$ cat src/rtl/seg_scan_ctrl_pkg.sv
// Shared definitions for the multiplexed seven-segment scan controller:
// scan state encodings, the all-segments-off code and default sizing.
package seg_scan_ctrl_pkg;

  typedef enum logic [1:0] {
    ST_WAIT  = 2'd0,
    ST_BLANK = 2'd1,
    ST_SHOW  = 2'd2
  } state_t;

  localparam logic [6:0]  SEG_OFF          = 7'h7F;
  localparam int unsigned DEF_NUM_DIGITS   = 8;
  localparam int unsigned DEF_BLANK_CYCLES = 4;
  localparam int unsigned BCNT_W           = 8;

endpackage

$ cat src/rtl/seg_scan_ctrl_if.sv
// Bundle of the scan controller's data/strobe inputs and display outputs.
// The master side feeds digits and the refresh tick; the slave side is the
// controller driving anodes, segments, decimal point and frame marker.
interface seg_scan_ctrl_if
  import seg_scan_ctrl_pkg::*;
#(
  parameter int unsigned NUM_DIGITS = DEF_NUM_DIGITS
) ();

  logic                    tick;
  logic [4*NUM_DIGITS-1:0] digits;
  logic [NUM_DIGITS-1:0]   dp_en;
  logic [NUM_DIGITS-1:0]   blank;
  logic [NUM_DIGITS-1:0]   anode;
  logic [6:0]              seg;
  logic                    dp;
  logic                    frame_done;

  modport master (
    output tick, digits, dp_en, blank,
    input  anode, seg, dp, frame_done
  );

  modport slave (
    input  tick, digits, dp_en, blank,
    output anode, seg, dp, frame_done
  );

endinterface

$ cat src/rtl/hex_to_7seg.sv
// Purely combinational hex nibble to active-low {g,f,e,d,c,b,a} decoder.
module hex_to_7seg
  import seg_scan_ctrl_pkg::*;
(
  input  logic [3:0] hex,
  output logic [6:0] seg
);

  // Standard hex glyphs, lowercase b and d so they differ from 8 and 0.
  always_comb begin
    seg = SEG_OFF;
    unique case (hex)
      4'h0: seg = 7'h40;
      4'h1: seg = 7'h79;
      4'h2: seg = 7'h24;
      4'h3: seg = 7'h30;
      4'h4: seg = 7'h19;
      4'h5: seg = 7'h12;
      4'h6: seg = 7'h02;
      4'h7: seg = 7'h78;
      4'h8: seg = 7'h00;
      4'h9: seg = 7'h10;
      4'hA: seg = 7'h08;
      4'hB: seg = 7'h03;
      4'hC: seg = 7'h46;
      4'hD: seg = 7'h21;
      4'hE: seg = 7'h06;
      4'hF: seg = 7'h0E;
      default: seg = SEG_OFF;
    endcase
  end

endmodule

$ cat src/rtl/seg_scan_ctrl.sv
// Multiplexed seven-segment scan controller. Each refresh tick blanks the
// display for BLANK_CYCLES clocks (ghosting guard) and then lights the next
// digit. Display data is snapshotted once per frame so a frame never mixes
// old and new values. Every output comes straight from a register.
module seg_scan_ctrl
  import seg_scan_ctrl_pkg::*;
#(
  parameter int unsigned NUM_DIGITS   = DEF_NUM_DIGITS,
  parameter int unsigned BLANK_CYCLES = DEF_BLANK_CYCLES
) (
  input  logic           clk,
  input  logic           reset,
  seg_scan_ctrl_if.slave bus
);

  localparam int unsigned       IDX_W     = $clog2(NUM_DIGITS);
  localparam logic [IDX_W-1:0]  IDX_LAST  = IDX_W'(NUM_DIGITS - 1);
  localparam logic [BCNT_W-1:0] BCNT_LAST = BCNT_W'(BLANK_CYCLES - 1);

  state_t                  state, state_nxt;
  logic [IDX_W-1:0]        idx, idx_nxt;
  logic [BCNT_W-1:0]       bcnt, bcnt_nxt;
  logic                    snap_load;
  logic                    frame_nxt;

  logic [4*NUM_DIGITS-1:0] snap_digits;
  logic [NUM_DIGITS-1:0]   snap_dp_en;
  logic [NUM_DIGITS-1:0]   snap_blank;

  logic [3:0]              nib;
  logic [6:0]              dec_seg;

  logic [NUM_DIGITS-1:0]   anode_nxt;
  logic [6:0]              seg_nxt;
  logic                    dp_nxt;

  logic [NUM_DIGITS-1:0]   anode_p1;
  logic [6:0]              seg_p1;
  logic                    dp_p1;
  logic                    frame_done_p1;

  assign nib = snap_digits[{idx, 2'b00} +: 4];

  hex_to_7seg u_dec (
    .hex (nib),
    .seg (dec_seg)
  );

  // Next-state, scan index, blanking count and display drive for this state.
  always_comb begin
    state_nxt = state;
    idx_nxt   = idx;
    bcnt_nxt  = bcnt;
    snap_load = 1'b0;
    frame_nxt = 1'b0;
    anode_nxt = '1;
    seg_nxt   = SEG_OFF;
    dp_nxt    = 1'b1;

    unique case (state)
      ST_WAIT: begin
        if (bus.tick) begin
          state_nxt = ST_BLANK;
          idx_nxt   = '0;
          bcnt_nxt  = '0;
          snap_load = 1'b1;
        end
      end
      ST_BLANK: begin
        // Ticks are deliberately ignored here: a too-fast divider just
        // drops advances instead of skipping digits.
        if (bcnt == BCNT_LAST) begin
          state_nxt = ST_SHOW;
          bcnt_nxt  = '0;
        end else begin
          bcnt_nxt = bcnt + 8'd1;
        end
      end
      ST_SHOW: begin
        anode_nxt = ~(NUM_DIGITS'(1) << idx);
        seg_nxt   = snap_blank[idx] ? SEG_OFF : dec_seg;
        dp_nxt    = ~snap_dp_en[idx];
        if (bus.tick) begin
          state_nxt = ST_BLANK;
          bcnt_nxt  = '0;
          if (idx == IDX_LAST) begin
            idx_nxt   = '0;
            snap_load = 1'b1;
            frame_nxt = 1'b1;
          end else begin
            idx_nxt = idx + 1'b1;
          end
        end
      end
      default: begin
        state_nxt = ST_WAIT;
        idx_nxt   = '0;
        bcnt_nxt  = '0;
      end
    endcase
  end

  // Scan state register.
  always_ff @(posedge clk or negedge reset) begin
    if (!reset) state <= ST_WAIT;
    else        state <= state_nxt;
  end

  // Scan index, blanking counter and per-frame snapshot of display data.
  always_ff @(posedge clk or negedge reset) begin
    if (!reset) begin
      idx         <= '0;
      bcnt        <= '0;
      snap_digits <= '0;
      snap_dp_en  <= '0;
      snap_blank  <= '0;
    end else begin
      idx  <= idx_nxt;
      bcnt <= bcnt_nxt;
      if (snap_load) begin
        snap_digits <= bus.digits;
        snap_dp_en  <= bus.dp_en;
        snap_blank  <= bus.blank;
      end
    end
  end

  // Stage p1: registered display outputs, one clock behind the scan state.
  always_ff @(posedge clk or negedge reset) begin
    if (!reset) begin
      anode_p1      <= '1;
      seg_p1        <= SEG_OFF;
      dp_p1         <= 1'b1;
      frame_done_p1 <= 1'b0;
    end else begin
      anode_p1      <= anode_nxt;
      seg_p1        <= seg_nxt;
      dp_p1         <= dp_nxt;
      frame_done_p1 <= frame_nxt;
    end
  end

  assign bus.anode      = anode_p1;
  assign bus.seg        = seg_p1;
  assign bus.dp         = dp_p1;
  assign bus.frame_done = frame_done_p1;

endmodule

$ cat src/flat_wrapper.sv
// flat-port wrapper written by rule: the top's interface ports become plain ports
module seg_scan_ctrl_flat import seg_scan_ctrl_pkg::*;
#(
  parameter int unsigned NUM_DIGITS   = DEF_NUM_DIGITS,
  parameter int unsigned BLANK_CYCLES = DEF_BLANK_CYCLES
)
  (clk, reset, bus_tick, bus_digits, bus_dp_en, bus_blank, bus_anode, bus_seg, bus_dp, bus_frame_done);
  seg_scan_ctrl_if #(.NUM_DIGITS(NUM_DIGITS)) bus_i ();
  input  logic clk;
  input  logic reset;
  input wire logic [$bits(bus_i.tick)-1:0] bus_tick;
  input wire logic [$bits(bus_i.digits)-1:0] bus_digits;
  input wire logic [$bits(bus_i.dp_en)-1:0] bus_dp_en;
  input wire logic [$bits(bus_i.blank)-1:0] bus_blank;
  output wire logic [$bits(bus_i.anode)-1:0] bus_anode;
  output wire logic [$bits(bus_i.seg)-1:0] bus_seg;
  output wire logic [$bits(bus_i.dp)-1:0] bus_dp;
  output wire logic [$bits(bus_i.frame_done)-1:0] bus_frame_done;
  assign bus_i.tick = bus_tick;
  assign bus_i.digits = bus_digits;
  assign bus_i.dp_en = bus_dp_en;
  assign bus_i.blank = bus_blank;
  assign bus_anode = bus_i.anode;
  assign bus_seg = bus_i.seg;
  assign bus_dp = bus_i.dp;
  assign bus_frame_done = bus_i.frame_done;
  seg_scan_ctrl #(.NUM_DIGITS(NUM_DIGITS), .BLANK_CYCLES(BLANK_CYCLES)) u_core (.clk(clk), .reset(reset), .bus(bus_i));
endmodule
$ cat config.mk
export PLATFORM = sky130hd
export DESIGN_NAME = seg_scan_ctrl_flat
export DESIGN_NICKNAME = d
export VERILOG_FILES = /design/src/rtl/seg_scan_ctrl_pkg.sv /design/src/rtl/seg_scan_ctrl_if.sv /design/src/rtl/hex_to_7seg.sv /design/src/rtl/seg_scan_ctrl.sv /design/src/flat_wrapper.sv
export SDC_FILE = /design/constraint.sdc
export NUM_CORES = 1
export LEC_CHECK = 0
export CORE_MARGIN = 10
export CORE_UTILIZATION = 54
export CTS_BUF_LIST = sky130_fd_sc_hd__clkbuf_2
export DETAILED_ROUTE_END_ITERATION = 10
export GPL_TIMING_DRIVEN = 0
export HOLD_SLACK_MARGIN = 0.03
export PLACE_DENSITY = 0.85
export SLEW_MARGIN = 20
export SYNTH_ARGS = -nofsm -noshare
export SYNTH_HDL_FRONTEND = slang
export SYNTH_SLANG_ARGS = --single-unit
$ cat constraint.sdc
create_clock -name clk -period 2.8 [get_ports clk]
set_input_delay 0.56 -clock clk [delete_from_list [all_inputs] [get_ports clk]]
set_output_delay 0.56 -clock clk [all_outputs]
set_load 0.02 [all_outputs]
# [Yosys cells after proc, flatten, opt, wreduce, memory -nomap -nowiden]
# Memories as Yosys holds them, arrays and structs flattened.
# Index checks and enable logic that the tools add are counted.
# Widths: inputs -> output; s select.
[totals] regBits=78 romBits=112 inputBits=51 output_inout_bits=17 memories=1
[classes] n_addsub=2 n_lt_le_gt_ge=1 eq_ne=8 shift=2 muxes=23 bitwise_logic=3 reduce_logical=4
[memory_table] memory="(no name shown)" words=16 word_bits=7 read_ports=1 rd_ports_with_merged_regs=0 wr=0 line="hex_to_7seg.sv:12" source="unique case (hex)"
[ops] cell="$shiftx 32x6->4" n=1
[ops] cell="$mux 8" n=3
[ops] cell="$pmux 8 s2" n=1
[ops] cell="$mux 7" n=2
[ops] cell="$mux 3" n=3
[ops] cell="$pmux 3 s3" n=1
[ops] cell="$add 8x1->8 const B" n=1
[ops] cell="$eq 8x2->1 const B" n=1
[ops] cell="$not 8->8" n=1
[ops] cell="$shl 1x3->8 const A" n=1
[ops] cell="$mux 1" n=7
[ops] cell="$bmux 1 s3" n=2
[ops] cell="$lt 3x4->1 const B" n=1
[ops] cell="$mux 2" n=2
[ops] cell="$ne 2x1->1 const B" n=2
[ops] cell="$ne 2x2->1 const B" n=2
[ops] cell="$pmux 2 s2" n=1
[ops] cell="$add 3x1->3 const B" n=1
[ops] cell="$eq 3x3->1 const B" n=1
[ops] cell="$reduce_and 3->1" n=1
[ops] cell="$eq 2x1->1 const B" n=1
[ops] cell="$eq 2x2->1 const B" n=1
[ops] cell="$logic_not 2->1" n=1
[ops] cell="$not 1->1" n=2
[ops] cell="other kinds (3)" n=3

# [Longest topological paths before layout]
# Gate-level depths: netlist of the first run.
[logic_depth] word_depth=4 mapped_depth=11 ltp_nobuf=9

# [Hierarchy]
# A second synthesis of the first run with hierarchy kept.
[hier_totals] hier_cells=282 area_unflattened_um2=3716.1
[modules_own_cells] module="seg_scan_ctrl" n_inst=1 cells_per_inst=251 area_per_inst_um2=3454.6 seq_area_each_um2=1971.9
[modules_own_cells] module="hex_to_7seg" n_inst=1 cells_per_inst=31 area_per_inst_um2=261.5 seq_area_each_um2=0.0

# [Least setup slack after synthesis of the first run]
# OpenSTA, ideal clock, no wires.
[synth_timing] path_kind="reg2reg" from="register u_core.idx[0]" to="register u_core.seg_p1[3], in the netlist u_core.bus.seg[3]" setup_ns=0.084 arrival_time_ns=2.127 path_slack_ns=0.589 stages_incl_launch_ff=12 path_buffers=2 synth_period_minus_slack_ns=2.211 cell_sequence="dfrtp_1 -> buf_6 -> buf_12 -> mux4_1 -> nand2_1 -> and2_1 -> inv_1 -> ha_1 -> inv_1 -> nor3_1 -> a211oi_1 -> o21ai_1"
[synth_between] elab_chain_cells=4
[synth_lines] item="from (decl)" line="seg_scan_ctrl.sv:21" source="logic [IDX_W-1:0] idx, idx_nxt;"
[synth_lines] item="from (signal assigned)" line="seg_scan_ctrl.sv:118" source="idx <= idx_nxt;"
[synth_lines] item="$shiftx 32x6->4 / $bmux 1 s3 (equally long branches)" line="seg_scan_ctrl.sv:42, seg_scan_ctrl.sv:81"
[synth_lines] item="$mem_v2 16x7 / $mux 1 (equally long branches)"
[synth_lines] item="$mux 7 *" line="seg_scan_ctrl.sv:81" source="seg_nxt = snap_blank[idx] ? SEG_OFF : dec_seg;"
[synth_lines] item="$mux 7 *" line="seg_scan_ctrl.sv:60" source="unique case (state)"
[synth_lines] item="net u_core.seg_nxt[3]" line="seg_scan_ctrl.sv:34" source="logic [6:0] seg_nxt;"
[synth_lines] item="to (signal assigned)" line="seg_scan_ctrl.sv:137" source="seg_p1 <= seg_nxt;"
[synth_lines] item="to (decl)" line="seg_scan_ctrl.sv:38" source="logic [6:0] seg_p1;"
# Mark *: on every way through the listed nets, which the timed path passes. The rest lies on a longest branch. The select of a mux whose other input is x is not followed.
# A chain may end at the register's enable or synchronous reset.

# [Final worst setup path of the first run]
# Ends and elaborated chain as after synthesis.

==> results.json, run 1 <==
{
  "vias": 2512,
  "ir_drop_mv": 0.4866,
  "gp_congestion": 0.8284,
  "drc": 0,
  "arrival_ns": 3.00,
  "grt_max_degree": 54,
  "vias_per_cell": 5.414,
  "area_growth_pct": 24.62,
  "rsz0062_at_grt": "no",
  "syn-cell-area_um2": 3766,
  "drtAntennaViolNets": 0,
  "portBuffers": 67,
  "layout_common_cells": "66 x clkdlybuf4s50_1, 62 x dfrtp_1, 50 x mux2_2",
  "cp-start-kind": "flop",
  "hold_path.class": "in2async",
  "htreeDepth": 3,
  "synth-simple-area-share_pct": 8.538,
  "coreArea_um2": 6794,
  "die_width_um": 103.5,
  "clkTransAtPathRegs_ns": 0.24,
  "numClockSinks": 78,
  "ctsResizeCount": 0,
  "cp.required_ns": 3.30,
  "fillers": 487,
  "synthArstFlopShare_pct": 100.0,
  "start_util_pct": 55.43,
  "clkLatencyLatePin_ns": 0.56,
  "dieArea_um2": 10710,
  "final_common_cell": "clkdlybuf4s50_1",
  "die_h_um": 103.5,
  "cpMostUsedCell": "inv_1",
  "holdWs_ns": 0.4088,
  "grt_pass1_wl_mm": 13.29,
  "yosys_warnings": 0,
  "synthMuxAreaShare_pct": 24.09,
  "power.leakage_nw": 1.941,
  "finClkSkew_ns": 0.02326,
  "grt_pass1_vias": 2675,
  "period_needed_ns": 2.501,
  "synthCells": 283,
  "drtPass1Iterations": 4,
  "fin_crit_sh_pct": 89.34,
  "drt-initial-drc-count": 95,
  "finalWirelength_mm": 7.811,
  "slew_headroom_pct": 51.47,
  "critPathMaxFanout": 10,
  "ys_seq_area_share_pct": 52.36,
  "cts-hold-fix-buffers": 1,
  "overflow": 0,
  "cp-end-kind": "flop",
  "synth_compound_area_share_pct": 6.777,
  "worst_pin_slew_ns": 0.7201,
  "hpwl_mm": 5.941,
  "synth_top_flop_cell": "dfrtp_1",
  "diodes": 0,
  "max_freq_ghz": 0.3998,
  "crit_type": "reg2reg",
  "fin_setup_tns_ns": 0,
  "cts_inserted_buffers": 9,
  "cts_tree": "done",
  "synth_fa_ha_area_share_pct": 4.319,
  "synth-xor-area-share_pct": 0.4651,
  "synthDistinctLibCells": 45,
  "rows": 30,
  "reg2reg_slack_ns": 0.30,
  "postCtsSetupBuffers": 0,
  "status": "completed",
  "setup_violations": 0,
  "cts_buffer_depth": 2,
  "synth_edf_count": 0,
  "drv_slew": 0,
  "synth_top_family_by_area": "multiplexers",
  "track_usage_pct": 14.95,
  "mappedNetlistNets": 347,
  "drive_above_1_share_pct": 29.08,
  "wire_per_inst_um": 16.83,
  "fin_nets": 427,
  "cts_root_buf": "clkbuf_2",
  "antenna_found_initial": 0,
  "crit_chain": "buf_6, buf_12, mux4_1, nand2_1, and2_1, inv_1, ha_1, inv_1, nor3_1, a211oi_1, o21ai_1",
  "max-cap-violations": 0,
  "synth-seq-cells": 78,
  "p_per_area_nw_per_um2": 912.4,
  "critPathSlowestCell": "mux4_1",
  "num_io_pins": 68,
  "cpPeakStageDelay_ns": 0.55,
  "syn_area_per_cell_um2": 13.31,
  "hold_violations": 0
}
critical path: cells and delay by family, from the launching register on:
family | cells | cell delay, ns
and+or+nand+nor | 3 | 0.37
buffers and inverters | 4 | 0.53
adders and majority gates | 1 | 0.27
AOI/OAI and AO/OA | 2 | 0.32
DFF | 1 | 0.44
muxes | 1 | 0.55
sequential cells by signal, summed over array words and instances (netlist names):
name,cells
u_core.bcnt,8
u_core.bus.anode,8
u_core.bus.dp,1
u_core.bus.frame_done,1
u_core.bus.seg,7
u_core.idx,3
u_core.snap_blank,8
u_core.snap_digits,32
u_core.snap_dp_en,8
u_core.state,2
metrics by stage:
stage / setup WS, ns / util, % / area [um^2] / power [mW] / instances
after floorplan: 0.5893 / - / 3766 / 3.256 / 283
after global placement: -1.398 / 67.07 / 4557 / 3.632 / 446
after detailed placement: 0.2277 / 67.44 / 4582 / 3.754 / 447
after CTS: 0.2917 / 69.08 / 4693 / 4.298 / 464
after global routing: 0.06970 / 69.08 / 4693 / 4.587 / 464
final: 0.2986 / 69.08 / 4693 / 4.282 / 464
final timing paths:
path,to,start,cells after the start
max,u_core.bus.seg[3],u_core.idx[0],11
min,u_core.snap_digits[22],reset,2
max reg2reg,u_core.bus.seg[3],u_core.idx[0],11
min reg2reg,u_core.snap_digits[21],u_core.snap_digits[21],1
max in group asynchronous,u_core.bus.anode[3],reset,3
min in group clk,u_core.snap_digits[21],u_core.snap_digits[21],1
cells by family after synthesis:
group                    after synthesis
AO/OA/AOI/OAI                         35
multiplexers                          66
adder cells (fa/ha/maj)               13
AND/OR/NAND/NOR                       65
flip-flops                            78
buffers and inverters                 24
XOR/XNOR                               2
report_power, final:
part / switching [mW] / total, mW / internal (mW)
logic: 0.931 / 1.97 / 1.04
clock network: 0.431 / 0.559 / 0.128
registers: 0.218 / 1.76 / 1.54
total: 1.58 / 4.28 / 2.70
Yosys cell counts (all sizes together), types with 2 or more instances:
| library cell | instances | area share, % |
|---|---|---|
| buf | 9 | 1.9 |
| nor2 | 10 | 1.1 |
| inv | 9 | 0.90 |
| a211oi | 2 | 0.40 |
| mux4 | 10 | 6.9 |
| o221ai | 4 | 1.3 |
| mux2i | 6 | 2.3 |
| clkbuf | 5 | 0.53 |
| dfstp | 16 | 11 |
| nand2b | 4 | 0.66 |
| and3 | 5 | 0.83 |
| ha | 13 | 4.3 |
| o21ai | 13 | 1.7 |
| nand2 | 20 | 2.0 |
| mux2 | 50 | 15 |
| dfrtp | 62 | 41 |
| nor2b | 6 | 1.0 |
| o22ai | 3 | 0.50 |
| nand3 | 10 | 1.3 |
| a21oi | 6 | 0.90 |
| nor3 | 5 | 0.66 |
| xor2 | 2 | 0.47 |
per-layer routing:
metal | vias to the layer above | GRT usage, % | part of all wire [%]
met5 | - | 0 | 0
met4 | 0 | 6.048 | 1.1
met3 | 8 | 4.709 | 6.4
met2 | 80 | 24.10 | 49
met1 | 1231 | 18.11 | 43
li1 | 1193 | - | -
area by class of cell:
| type | count | area, um^2 | share of cell area [%] |
|---|---|---|---|
| Buffer | 14 | 92.59 | 1.973 |
| Clock buffer | 9 | 45.04 | 0.9597 |
| Clock inverter | 7 | 56.30 | 1.200 |
| Inverter | 10 | 37.54 | 0.7998 |
| Multi-Input combinational cell | 181 | 1664 | 35.46 |
| Sequential cell | 78 | 1972 | 42.02 |
| Tap cell | 96 | 120.1 | 2.559 |
| Timing Repair Buffer | 69 | 705.7 | 15.04 |
No activity file was read; power rests on OpenSTA's default activity.
==> run 2, diff against run 1 <==
Settings changed: ABC_AREA set to 1, CORE_MARGIN 10 to not set, CORE_UTILIZATION 54 to 55, PLACE_DENSITY 0.85 to 0.86.
==> run 2 against run 1 <==
First-iteration DRC count is 120% higher. Wire length increased by 8.1%. Core utilization grew 2.0 points. Non-clock buffer count rose by 1. Critical endpoint is now bus_anode[6]. Via count up 26%. Clock-buffer cell count is 1 higher. Worst setup slack better by 0.25 ns. Combinational power decreased by 11%. Synthesized cell count grew 51%. Clock power rose by 19%. Fmax grew 11%.
==> results.json, run 2 <==
{
  "pre_cts_slack_ns": 0.6617,
  "cp-start-kind": "flop",
  "area_growth_pct": 24.53,
  "power_switching_share_pct": 39.08,
  "drive_above_1_share_pct": 16.41,
  "met3_length_um": 349,
  "clkTransAtPathRegs_ns": 0.22,
  "largest_register": "u_core.snap_digits",
  "clkLatencyLatePin_ns": 0.53,
  "slew_headroom_pct": 67.90,
  "synth-simple-area-share_pct": 23.27,
  "crit_family": "buffers and inverters",
  "grt_max_degree": 61,
  "grt_pass1_wl_mm": 14.62,
  "fin_nets": 572,
  "overflow": 0,
  "num_io_pins": 68,
  "gp_congestion": 0.8544,
  "syn-cell-area_um2": 3876,
  "cts_root_buf": "clkbuf_2",
  "wl_met1_mm": 3.655,
  "fin_crit_sh_pct": 80.46,
  "wl_met2_mm": 4.237,
  "fin_cells": 608,
  "synth_top_flop_cell": "dfrtp_1",
  "worst_pin_slew_ns": 0.4815,
  "cpPeakStageDelay_ns": 0.60,
  "postCtsSetupBuffers": 0,
  "synthMuxAreaShare_pct": 4.939,
  "ys_top_cells_by_count": "79 x nand2_1, 62 x dfrtp_1, 52 x nor2_1",
  "synthCells": 428,
  "wire_per_inst_um": 13.89,
  "fin_util_pct": 71.05,
  "power_frac_clock_pct": 16.1,
  "setup_violations": 0,
  "period_needed_ns": 2.253,
  "crit_buf_inv": 1,
  "cp.required_ns": 2.24,
  "final_common_cell": "nand2_1",
  "drv_slew": 0,
  "mappedNetlistNets": 492,
  "start_util_pct": 57.05,
  "critPathMaxFanout": 1,
  "place_area_um2": 4692,
  "track_usage_pct": 25.53,
  "rsz0062_at_grt": "no",
  "ys_seq_area_share_pct": 50.87,
  "hpwl_mm": 6.051,
  "p_per_area_nw_per_um2": 850.0,
  "fin_area_um2": 4827,
  "finClkSkew_ns": 0.03225,
  "crit_chain": "clkdlybuf4s50_1",
  "drtAntennaViolNets": 0,
  "fin_setup_tns_ns": 0,
  "dieArea_um2": 7387,
  "cts_tree": "done",
  "vias_per_cell": 5.191,
  "dp_cells": 592,
  "max_freq_ghz": 0.4439,
  "synthDistinctLibCells": 33,
  "antenna_found_initial": 0,
  "hold_violations": 0,
  "p_seq_share_pct": 41.2,
  "hold_path.class": "in2async",
  "vias": 3156,
  "synth_top_area_share_pct": 40.03,
  "cp-end-kind": "primary output",
  "ir_drop_mv": 0.4527,
  "grt_pass1_vias": 3330,
  "p_switching_mw": 1.604,
  "htreeDepth": 3,
  "die_width_um": 85.95,
  "dr.max_layer_used": "met4",
  "layout_common_cells": "79 x nand2_1, 66 x clkdlybuf4s50_1, 62 x dfrtp_1",
  "synth_fa_ha_area_share_pct": 4.196,
  "synth-xor-area-share_pct": 0.4519,
  "syn_area_per_cell_um2": 9.057,
  "yosys_warnings": 0,
  "synth_compound_area_share_pct": 8.167,
  "drtPass1Iterations": 4,
  "max-cap-violations": 0,
  "power.leakage_nw": 2.219,
  "cts_buffer_depth": 2,
  "drt-initial-drc-count": 211,
  "intPower_mw": 2.500,
  "p_comb_share_pct": 42.7,
  "largest_reg_flops": 32,
  "critPathLaunch": "u_core.bus.anode[6]",
  "synthArstFlopShare_pct": 100.0,
  "die_h_um": 85.95,
  "finalWirelength_mm": 8.446,
  "diodes": 0,
  "arrival_ns": 1.69,
  "portBuffers": 67,
  "ctsResizeCount": 0,
  "rows": 30,
  "drc": 0,
  "synth_top_area_cell": "dfrtp_1",
  "cts_inserted_buffers": 9,
  "synth_edf_count": 0,
  "synthTopCellsByArea": "dfrtp_1 40%, dfstp_2 11%, nand2_1 7.7%, nand3_1 5.2%, nor2_1 5.0%",
  "status": "completed",
  "holdWs_ns": 0.4090,
  "regToRegStartpoint": "u_core.idx[1]",
  "crit_type": "reg2out",
  "critPathSlowestCell": "clkdlybuf4s50_1",
  "power_mw": 4.103,
  "synth.most_common_cell": "nand2_1",
  "synth-seq-cells": 78,
  "layout_setup_ws_ns": 0.5471,
  "synth_top_family_by_area": "simple AND/OR/NAND/NOR gates",
  "coreArea_um2": 6794,
  "cts-hold-fix-buffers": 1,
  "numClockSinks": 78
}
run 2: worst paths after layout:
path,to,slack (ns),depth (start not counted)
max in group asynchronous,u_core.bus.anode[0],1.74,3
min in group clk,u_core.snap_dp_en[0],0.52,1
worst min register to register,u_core.snap_dp_en[0],0.52,1
worst max register to register,u_core.snap_digits[17],0.71,7
worst min-delay path,u_core.snap_digits[30],0.41,2
worst max-delay path,bus_anode[6],0.55,1
run 2: cell type report:
cell class,count,area [um^2]
multi-input combinational,283,1590
inverter,52,205.2
buffer,15,108.9
sequential,78,1972
clock inverter,5,75.07
fill,524,1967
tap,96,120.1
clock buffer,10,50.05
timing repair buffer,69,705.7
run 2: cells by family after synthesis:
logic type,count (synthesis)
buf+inv,67
compound gates,56
fa+ha+maj,13
xor+xnor,2
simple gates,195
flops,78
mux,17
run 2: power by group through the flow:
stage	Clock, mW	Combinational (mW)	Sequential, mW
after floorplan	0	1.30	1.68
after detailed placement	0	1.73	1.71
after global routing	0.720	1.98	1.73
final	0.663	1.75	1.69
after CTS	0.672	1.75	1.69
after global placement	0	1.66	1.70
run 2: metal layers:
layer	GRT usage (%)	vias to the layer above
met1	31.00	1522
met5	0	-
met2	44.08	80
li1	-	1535
met4	12.88	0
met3	4.042	19
==> edit: new RTL, config.mk and constraints of run 1 <==
Encoding of `state_t`: now one-hot (3 bits for 3 states).
--- a/src/rtl/seg_scan_ctrl_pkg.sv
+++ b/src/rtl/seg_scan_ctrl_pkg.sv
@@ -3,8 +3,8 @@
 package seg_scan_ctrl_pkg;
 
-  typedef enum logic [1:0] {
-    ST_WAIT  = 2'd0,
-    ST_BLANK = 2'd1,
-    ST_SHOW  = 2'd2
+  typedef enum logic [2:0] {
+    ST_WAIT  = 3'b001,
+    ST_BLANK = 3'b010,
+    ST_SHOW  = 3'b100
   } state_t;
 
Function: no difference found for any inputs over 10 cycles, from zero or initial values and one cycle with reset low; not proved beyond that.
==> edit against run 1 <==
- sequential cell count is 1 higher
- setup slack worse by 100 ps
- cell area is 0.56% higher
- sequential share of layout area is 0.32 points higher
- largest power group is now sequential cells
- total power is 8.7% lower
- first-iteration DRC count is 20% lower
- wire length is 0.45% higher
- synthesized cell count is 0.71% lower
- area after synthesis is 0.60% higher
- fmax is 4.0% lower
- largest cell class unchanged
- utilization is 0.39 points higher
==> edit: results (changes against run 1) <==
| Metric | Value |
|---|---|
| Status | finished clean |
| M1 WL | 3410 um (+0.89%) |
| DRT iter0 DRCs | 76 (-20%) |
| Post-Synthesis Cells | 281 (-0.71%) |
| Top cells by area, synth | dfrtp_1, mux2_2, dfstp_2 |
| DR WL met3 | 424 um (-15%) |
| DP Worst Slack | 215 ps (-12.2 ps) |
| Post-synthesis sequential area ratio | 52.7% (+0.38 points) |
| R2R depth | 11 (unchanged) |
| Netlist cell types | 49 (+8.9%) |
| DR vias | 2467 (-1.8%) |
| GP Congestion | 0.832 (+0.37%) |
| Placed Cells | 445 (-0.45%) |
| Routed met2 length | 3850 um (+0.18%) |
| Post-Syn Nets | 345 (-0.58%) |
| First-pass GRT wire length | 13100 um (-1.5%) |
| Vias/cell | 5.35 (-1.2%) |
| Commonest cells post-synth | dfrtp_1, mux2_2, nand2_1 |
| Met3 Use GR | 4.21% (-0.50 points) |
| DP HPWL | 6060 um (+2.0%) |
| Worst-margin pin slew | 541 ps (-179 ps) |
| Leakage power | 1.96 nW (+1.1%) |
| Clk_skew | 17.0 ps (-6.25 ps) |
| Final wirelength | 7850 um (+0.45%) |
| Final nets | 425 (-0.47%) |
| Total track usage | 14.8% (-0.18 points) |
| CP arrival | 3080 ps (+80 ps) |
| Worst-Skew Late Latency | 540 ps (-20 ps) |
| Met2 Usage GRT | 24.5% (+0.45 points) |
| Clock-pin slew on the worst setup and hold paths | 210 ps (-30 ps) |
| Largest net degree at the start of global routing | 41 (-24%) |
| P_sw | 1.32 mW (-16%) |
| Met1 track demand over resource | 17.3% (-0.80 points) |
| Vias in the first global route | 2634 (-1.5%) |
| Total placed instance area | 0.00460 mm2 (+0.33%) |
==> edit: cell count changes in the layout (fill, tap and decap cells not counted), moves of 3 or more <==
cell / delta
inv_6: -3
xor2_1: +4
o21ai_0: -10
clkbuf_1: -3
buf_4: +3
nor2_1: +7
nand4_1: +4
nor2b_1: -5
o22ai_1: -3
nand3_1: -7
nand2_1: +4
==> edit: worst paths after layout <==
kind / from / endpoint / slack [ps]
min reg2reg: u_core.snap_digits[28] / u_core.snap_digits[28] / 530
max: u_core.idx[0] / u_core.bus.seg[3] / 200
min in group clk: u_core.snap_digits[28] / u_core.snap_digits[28] / 530
min: reset / u_core.bcnt[4] / 490
max in group asynchronous: reset / u_core.state[0] / 1680
max reg2reg: u_core.idx[0] / u_core.bus.seg[3] / 200
==> edit: final cells by class <==
| type | count | area [um2] | share of cell area (%) |
|---|---|---|---|
| Tap cell | 96 | 120 | 2.55 |
| Buffer | 13 | 98.8 | 2.09 |
| Sequential cell | 79 | 2000 | 42.3 |
| Multi-Input combinational cell | 181 | 1670 | 35.3 |
| Clock inverter | 6 | 62.6 | 1.33 |
| Clock buffer | 9 | 45.0 | 0.954 |
| Inverter | 8 | 30.0 | 0.636 |
| Timing Repair Buffer | 69 | 698 | 14.8 |
==> edit: power by group through the flow <==
stage	Sequential [mW]	Clock (mW)	Combinational, mW
final	1.77	0.590	1.55
after detailed placement	1.80	0	1.54
after global placement	1.76	0	1.46
after global routing	1.82	0.653	1.70
after floorplan	1.71	0	1.20
after CTS	1.77	0.601	1.54
==> edit: kinds of logic (layout without fill, tap and decap cells) <==
group,Yosys count,in the layout,share of synthesized area [%]
simple gates,70,70,8.88
fa+ha+maj,13,13,4.29
buf+inv,21,105,3.40
flops,79,79,52.7
xor+xnor,7,7,1.62
mux,68,68,24.3
compound gates,23,23,4.72
